==> config.mk <==
export PLATFORM = sky130hd
export DESIGN_NAME = instr_encoder
export DESIGN_NICKNAME = d
export VERILOG_FILES = /design/src/rtl/legv8_pkg.sv /design/src/rtl/instr_pack.sv /design/src/rtl/instr_encoder.sv
export SDC_FILE = /design/constraint.sdc
export NUM_CORES = 1
export LEC_CHECK = 0
export CORE_ASPECT_RATIO = 1.2
export CORE_MARGIN = 5
export CORE_UTILIZATION = 45
export DETAILED_ROUTE_END_ITERATION = 8
export DONT_BUFFER_PORTS = 1
export PLACE_DENSITY = 0.67
export REMOVE_ABC_BUFFERS = 1
export SLEW_MARGIN = 20
export SYNTH_ARGS = -nofsm -noshare
export SYNTH_HDL_FRONTEND = slang
export SYNTH_SLANG_ARGS = --single-unit
==> constraint.sdc <==
create_clock -name clk -period 1.5 [get_ports clk]
set_input_delay 0.15 -clock clk [delete_from_list [all_inputs] [get_ports clk]]
set_output_delay 0.15 -clock clk [all_outputs]
set_load 0.05 [all_outputs]
==> src/rtl/legv8_pkg.sv <==
// Shared LEGv8 encoding constants and types for the instruction encoder and
// any decoder that reads the words it writes to instruction memory.
package legv8_pkg;

  typedef enum logic [2:0] {
    OP_ADD  = 3'd0,
    OP_SUB  = 3'd1,
    OP_AND  = 3'd2,
    OP_ORR  = 3'd3,
    OP_LDUR = 3'd4,
    OP_STUR = 3'd5,
    OP_CBZ  = 3'd6,
    OP_INV  = 3'd7
  } op_t;

  localparam logic [10:0] OPC_ADD  = 11'b10001011000;
  localparam logic [10:0] OPC_SUB  = 11'b11001011000;
  localparam logic [10:0] OPC_AND  = 11'b10001010000;
  localparam logic [10:0] OPC_ORR  = 11'b10101010000;
  localparam logic [10:0] OPC_LDUR = 11'b11111000010;
  localparam logic [10:0] OPC_STUR = 11'b11111000000;
  localparam logic [7:0]  OPC_CBZ  = 8'b10110100;

  localparam int IMEM_DEPTH = 64;
  localparam int ADDR_W     = $clog2(IMEM_DEPTH);

  typedef enum logic [1:0] {
    ST_IDLE   = 2'd0,
    ST_ACTIVE = 2'd1,
    ST_FULL   = 2'd2
  } state_t;

endpackage

==> src/rtl/instr_pack.sv <==
// Pure combinational LEGv8 field packing plus legality check for one request.
module instr_pack
  import legv8_pkg::*;
(
  input  op_t         op,
  input  logic [4:0]  rd,
  input  logic [4:0]  rn,
  input  logic [4:0]  rm,
  input  logic [18:0] imm,
  output logic [31:0] word,
  output logic        invalid
);

  // D-format offsets must fit a signed 9-bit field: upper bits are pure sign extension.
  logic dt_in_range;
  assign dt_in_range = (imm[18:8] == '0) || (imm[18:8] == '1);

  always_comb begin
    // NOTE: every output gets a default before the case so no path can infer a latch.
    word    = '0;
    invalid = 1'b0;
    unique case (op)
      OP_ADD:  word = {OPC_ADD, rm, 6'b0, rn, rd};
      OP_SUB:  word = {OPC_SUB, rm, 6'b0, rn, rd};
      OP_AND:  word = {OPC_AND, rm, 6'b0, rn, rd};
      OP_ORR:  word = {OPC_ORR, rm, 6'b0, rn, rd};
      OP_LDUR: begin
        word    = {OPC_LDUR, imm[8:0], 2'b00, rn, rd};
        invalid = !dt_in_range;
      end
      OP_STUR: begin
        word    = {OPC_STUR, imm[8:0], 2'b00, rn, rd};
        invalid = !dt_in_range;
      end
      OP_CBZ:  word = {OPC_CBZ, imm, rd};
      default: invalid = 1'b1;
    endcase
  end

endmodule

==> src/rtl/instr_encoder.sv <==
// Session-based LEGv8 instruction encoder: packs requests into 32-bit words and
// streams them with sequential imem addresses until the 64-word image is full.
module instr_encoder
  import legv8_pkg::*;
(
  input  logic        clk,
  input  logic        reset,
  input  logic        start,
  input  logic        in_valid,
  output logic        in_ready,
  input  op_t         in_op,
  input  logic [4:0]  in_rd,
  input  logic [4:0]  in_rn,
  input  logic [4:0]  in_rm,
  input  logic [18:0] in_imm,
  output logic        out_valid,
  input  logic        out_ready,
  output logic [31:0] out_instr,
  output logic [5:0]  out_addr,
  output logic        full,
  output logic        err
);

  state_t            state, state_next;
  logic [ADDR_W-1:0] count;
  logic [31:0]       word;
  logic              invalid;
  logic              accept, load, last;

  instr_pack u_pack (
    .op      (in_op),
    .rd      (in_rd),
    .rn      (in_rn),
    .rm      (in_rm),
    .imm     (in_imm),
    .word    (word),
    .invalid (invalid)
  );

  assign accept = in_valid && in_ready;
  assign load   = accept && !invalid;
  assign last   = (count == ADDR_W'(IMEM_DEPTH - 1));

  always_ff @(posedge clk) begin
    // NOTE: sequential state uses non-blocking assignments so every register samples pre-edge values.
    if (reset) state <= ST_IDLE;
    else       state <= state_next;
  end

  always_comb begin
    state_next = state;
    unique case (state)
      ST_IDLE:   if (start) state_next = ST_ACTIVE;
      ST_ACTIVE: if (!start && load && last) state_next = ST_FULL;
      ST_FULL:   if (start) state_next = ST_ACTIVE;
      default:   state_next = ST_IDLE;
    endcase
  end

  always_comb begin
    in_ready = (state == ST_ACTIVE) && !start && (!out_valid || out_ready);
    full     = (state == ST_FULL);
  end

  // Output register, address counter and sticky error; start discards any pending word.
  always_ff @(posedge clk) begin
    if (reset) begin
      out_valid <= 1'b0;
      out_instr <= '0;
      out_addr  <= '0;
      count     <= '0;
      err       <= 1'b0;
    end else if (start) begin
      out_valid <= 1'b0;
      count     <= '0;
      err       <= 1'b0;
    end else begin
      if (load) begin
        out_valid <= 1'b1;
        out_instr <= word;
        out_addr  <= count;
        if (!last) count <= count + 1'b1;
      end else if (out_valid && out_ready) begin
        out_valid <= 1'b0;
      end
      if (accept && invalid) err <= 1'b1;
    end
  end

endmodule

# Yosys cells after proc, flatten, opt, wreduce, memory -nomap -nowiden

Cells that the tools add are included.

Add/sub/neg operators: 1
Eq/ne operators: 12
Mux-type cells: 7
Bitwise operators: 2
Reduce and logical (&&, ||, !) cells: 25

Operator list:

| kind                                                   | number |
|---|---|
| one-hot mux 32 bit (7 select lines)                    | 1 |
| == test 11 bit (second input constant)                 | 1 |
| logical NOT 11 bit                                     | 1 |
| == test 3 bit (second input constant)                  | 3 |
| logical AND 1 bit                                      | 8 |
| adder 6 x 1 -> 6 bit (second input constant)           | 1 |
| == test 3 x 2 -> 1 bit (second input constant)         | 2 |
| == test 6 bit (second input constant)                  | 1 |
| AND reduction 2 bit                                    | 3 |
| OR reduction 2 bit                                     | 3 |
| OR reduction 5 bit                                     | 1 |
| logical NOT 1 bit                                      | 4 |
| two-way mux 2 bit                                      | 2 |
| one-hot mux 2 bit (2 select lines)                     | 1 |
| == test 3 x 1 -> 1 bit (second input constant)         | 1 |
| logical NOT 3 bit                                      | 1 |
| == test 2 x 1 -> 1 bit (second input constant)         | 1 |
| == test 2 bit (second input constant)                  | 1 |
| logical NOT 2 bit                                      | 1 |
| logical OR 1 bit                                       | 2 |
| two-way mux 1 bit                                      | 2 |
| inequality test 2 x 1 -> 1 bit (second input constant) | 1 |
| inequality test 2 bit (second input constant)          | 1 |
| NOT 1 bit                                              | 2 |
| other kinds (2)                                        | 2 |

Flip-flop bits (word level): 48
Bits of input ports: 42
Output and inout bits: 42

# Depth between registers and ports, before layout

Depth after elaboration: 10
Mapped depth: 8

# By module

Synthesis repeated with hierarchy kept, for this count alone.

Cells, all modules: 297
Area, all modules: 2,208.4 µm²

Modules (own cells, without submodules):

| module        | instances | cells an instance | area each (µm²) | sequential area each (µm²) |
|---|---|---|---|---|
| instr_encoder | 1         | 220               | 1,781.7         | 960.9 |
| instr_pack    | 1         | 77                | 426.7           | 0.0 |

# Worst setup path before layout

Ideal clock, no wire load.

Path type: register to output
Start point: register out_valid
End point: output in_ready
Data arrival time: 1.814 ns
Required time: 1.350 ns
Path slack: -0.464 ns
Cell stages (with the launch flop): 3
Path through: dfxtp_1 nor2b_1 nor3_1

Cells in the longest elaborated chain, start to end: 3

Ends and longest elaborated chain:

| what                   | line                | RTL |
|---|---|---|
| from (decl)            | instr_encoder.sv:16 | `output logic out_valid,` |
| from (signal assigned) | instr_encoder.sv:68 | `out_valid <= 1'b0;` |
| from (signal assigned) | instr_encoder.sv:74 | `out_valid <= 1'b0;` |
| from (signal assigned) | instr_encoder.sv:79 | `out_valid <= 1'b1;` |
| logical NOT 1 bit      | instr_encoder.sv:61 | `in_ready = (state == ST_ACTIVE) && !start && (!out_valid \|\| out_ready);` |
| logical OR 1 bit       | instr_encoder.sv:61 |  |
| logical AND 1 bit      | instr_encoder.sv:61 |  |
| to (decl)              | instr_encoder.sv:10 | `output logic in_ready,` |

Every way passes these cells.

# Final worst setup path

Start point: register out_valid
End point: register out_addr[2]

Cells in the longest elaborated chain, start to end: 6

Ends and longest elaborated chain:

| what                                 | line                | RTL |
|---|---|---|
| logical NOT 1 bit                    | instr_encoder.sv:61 |  |
| logical OR 1 bit                     | instr_encoder.sv:61 |  |
| logical AND 1 bit                    | instr_encoder.sv:61 |  |
| logical AND 1 bit                    | instr_encoder.sv:40 | `assign accept = in_valid && in_ready;` |
| logical AND 1 bit                    | instr_encoder.sv:41 | `assign load = accept && !invalid;` |
| AND reduction 2 bit (no source line) | -                   |  |
| to (signal assigned)                 | instr_encoder.sv:81 | `out_addr <= count;` |
| to (decl)                            | instr_encoder.sv:19 | `output logic [5:0] out_addr,` |

Every way passes these cells.
A chain may end at the register's enable or synchronous reset.

==> impl_results.md <==
- Power density cells: between 700 and 800 nW/µm²
- DRT iter0 DRCs: approximately 160
- DIE WIDTH: 75.3 µm
- Share of post-route cells with drive strength above 1: approximately two fifths
- Layout overhead on the synthesized area: 49.3%
- Placement-stage cell area: 2730 µm²
- Global-route wire length before repair: 10.6 mm
- Most used flip-flop cell after synthesis: sky130_fd_sc_hd__dfxtp_1
- Most common cell after layout, fill and taps aside: sky130_fd_sc_hd__buf_4
- Clock network latency to the later pin of the worst-skew pair: 0.30 ns
- Placement Rows: 28
- Maximum buffer depth of the clock tree: 2
- Hold_ws: around 0.017 ns
- Number of failing hold endpoints at the final stage: 0
- DR vias/cell: 6.10
- Worst r2r path cells: 7
- Chip height: roughly 88 µm
- Total grt overflow: 0
- Worst flop-to-flop path startpoint: out_valid
- Starting density of the core: 46.6%
- Sequential share of the synthesized area: 41.8%
- Final antenna diode count: 0
- DRC viols: 0
- Number of antenna violations at the first check in global routing: 0
- Post-detailed-routing wire length: 7.71 mm
- Number of register bits inferred by synthesis: 48
- Post-synthesis instance total: around 260
- # port buffers: 0
- Pin slew with the least headroom to its limit: 0.633 ns
- Area used by multi-input combinational logic: 1540 µm²
- Number of global-route vias before repair: 2,191
- Clock transition at the registers of the reported paths: 0.09 ns
- Flop-to-flop setup slack: -0.17 ns
- Number of enable flip-flop cells after synthesis: 0
- Share of synthesized flip-flops with an asynchronous set or reset: 0%
- Total area of sequential cells: 965 µm²
- Filler cell count in the final layout: between 300 and 400
- Result of the run: complete, but fails checks
- Violated checks: negative setup slack
- Number of pins with negative max-slew slack in the final report: 0
- Total via count in the routed design: 2,378
- Net count reported at finish: 372
- Arrival time of data at the critical path endpoint: 1.89 ns
- Leakage power summed over all cells: 1.26 nW
- Number of sinks on the clock net: 48
- End of the worst register-to-register path: out_addr[2]
- Synth warnings: 0
- Summed negative setup slack over all endpoints: -3.95 ns
- Std-Cell Core Area: 4940 µm²
- Endpoint type of the worst setup path: flop
- Leading cell types in the layout, fill and taps excluded: sky130_fd_sc_hd__buf_4, sky130_fd_sc_hd__dfxtp_1, sky130_fd_sc_hd__dlygate4sd3_1
- Class of the tightest hold or removal check: primary input to flop
- GPL Wtd Cong: 0.800
- Startpoint class of the critical path: flop
- H-tree lvl count: 2
- RSZ-0062 raised after global routing: yes
- Routed wire per std cell: 19.8 µm
- Worst Skew: 0.00748 ns
- Antenna Nets Post-Route: 0
- Start point of the worst min-delay path: in_op[2]
- Master cell of the clock root buffer: sky130_fd_sc_hd__clkbuf_8
- Post-layout instance area: 3440 µm²
- Overall Power: 2.56 mW
- Highest attainable clock frequency: 600 MHz
- Number of clock buffers inserted by TritonCTS: 5
- Worst hold path depth: 2
- Largest net degree at the start of global routing: 42
- Half-perimeter wire length after placement: 4.70 mm
- Die area: 6650 µm²
- Total routing usage reported by global routing: around a fifth
- Category of the critical setup timing path: flop to flop
- Final setup violation count: 43
- Worst slew margin: 57.8%
- Number of library cell types mapped by synthesis: 52
- Worst IR Drop VDD: slightly above 0.0007 V
- Post-layout util: 69.6%
- Max_cap viols: 0
- 1st-pass router iterations: 5
- Mean instance size in the synthesized netlist: 9.02 µm²
- I/O pin count: 84
- Biggest fanout along the worst timing path: 7
- Shortest period the worst path allows: 1.67 ns
- Required time at the endpoint of the critical path: 1.72 ns
- Ratio of final minimum period to clock period: 111%
- Final setup margin: -0.166 ns
- CTS tree: yes
- Destination of the worst hold path: out_instr[12]
- Total standard cell area after synthesis: 2300 µm²
## cell type report
type | count | share of cell area (%)
clock buffer | 8 | 2.62
inverter | 4 | 0.437
multi-input combinational | 185 | 44.8
sequential | 48 | 28.1
tap | 60 | 2.18
timing repair buffer | 85 | 21.9
## timing repair
item | 4_1_cts | 5_1_grt
hold endpoints to repair | 38 | 28
buffers inserted | 1 | 8
endpoints found under the setup margin | 46 | 46
resized for setup | 12 | 64
gates cloned | 1 | 1
pin swaps | 7 | 33
hold buffers | 13 | 6
## synthesized netlist by cell type, types with 6 or more instances
cell / count / area (µm²)
sky130_fd_sc_hd__mux2i_1: 9 / 90.1
sky130_fd_sc_hd__nor2_1: 11 / 41.3
sky130_fd_sc_hd__nand3_1: 16 / 80.1
sky130_fd_sc_hd__and3_1: 9 / 56.3
sky130_fd_sc_hd__nor3_1: 6 / 30.0
sky130_fd_sc_hd__o21ai_0: 18 / 90.1
sky130_fd_sc_hd__dfxtp_1: 48 / 961
sky130_fd_sc_hd__a221o_1: 8 / 80.1
sky130_fd_sc_hd__clkbuf_1: 12 / 45.0
sky130_fd_sc_hd__a21oi_1: 25 / 125
sky130_fd_sc_hd__nand2_1: 15 / 56.3
sky130_fd_sc_hd__nand2b_1: 6 / 37.5
## cell families after synthesis
kind of cell	synth area share (%)
DFF	41.8
muxes	3.92
adders and majority gates	0.544
buffers and inverters	4.95
AOI/OAI and AO/OA	25.7
and+or+nand+nor	23.2
## registers in the layout (all words and copies together), names as in the netlist
| name | cells |
|---|---|
| count | 6 |
| err | 1 |
| out_addr | 6 |
| out_instr | 32 |
| out_valid | 1 |
| state | 2 |
## report_power, final
part	switching (mW)	total, mW	internal, mW	leakage, nW
clock network	0.427	0.803	0.377	0.0455
registers	0.0304	1.33	1.30	0.389
logic	0.242	0.428	0.186	0.823
## metrics by stage
stage,std cells,setup WS (ns)
2_1_floorplan,235,-0.813
3_3_place_gp,352,-0.155
3_5_place_dp,352,-0.205
4_1_cts,375,-0.109
5_1_grt,390,-0.239
6_report,390,-0.166
## worst max-delay path by stage
stage                    from             to  slack, ns  cells past startpoint
floorplan           out_valid  out_instr[30]      -0.81                      5
global placement    out_valid       count[5]      -0.15                      4
detailed placement  out_valid       count[5]      -0.21                      4
CTS                 out_valid  out_instr[30]      -0.11                      5
global route         count[0]       count[5]      -0.24                      6
finish              out_valid    out_addr[2]      -0.17                      7
## critical path: stages (launching register included)
cell and delay, ns:
sky130_fd_sc_hd__dfxtp_2 0.33, sky130_fd_sc_hd__nor2b_4 0.14, sky130_fd_sc_hd__nor4b_4 0.33, sky130_fd_sc_hd__and2_4 0.26, sky130_fd_sc_hd__buf_6 0.14, sky130_fd_sc_hd__buf_12 0.14
sky130_fd_sc_hd__nand3_4 0.07, sky130_fd_sc_hd__a21oi_2 0.18
## layer usage
metal  vias up  GRT usage (%)  wire length, µm
li1       1117              -                -
met1      1156           24.1             2920
met2        84           34.6             4030
met3        21           6.25              540
met4         0           9.22              222
met5         -              0                0
No activity file was read; power rests on OpenSTA's default activity.
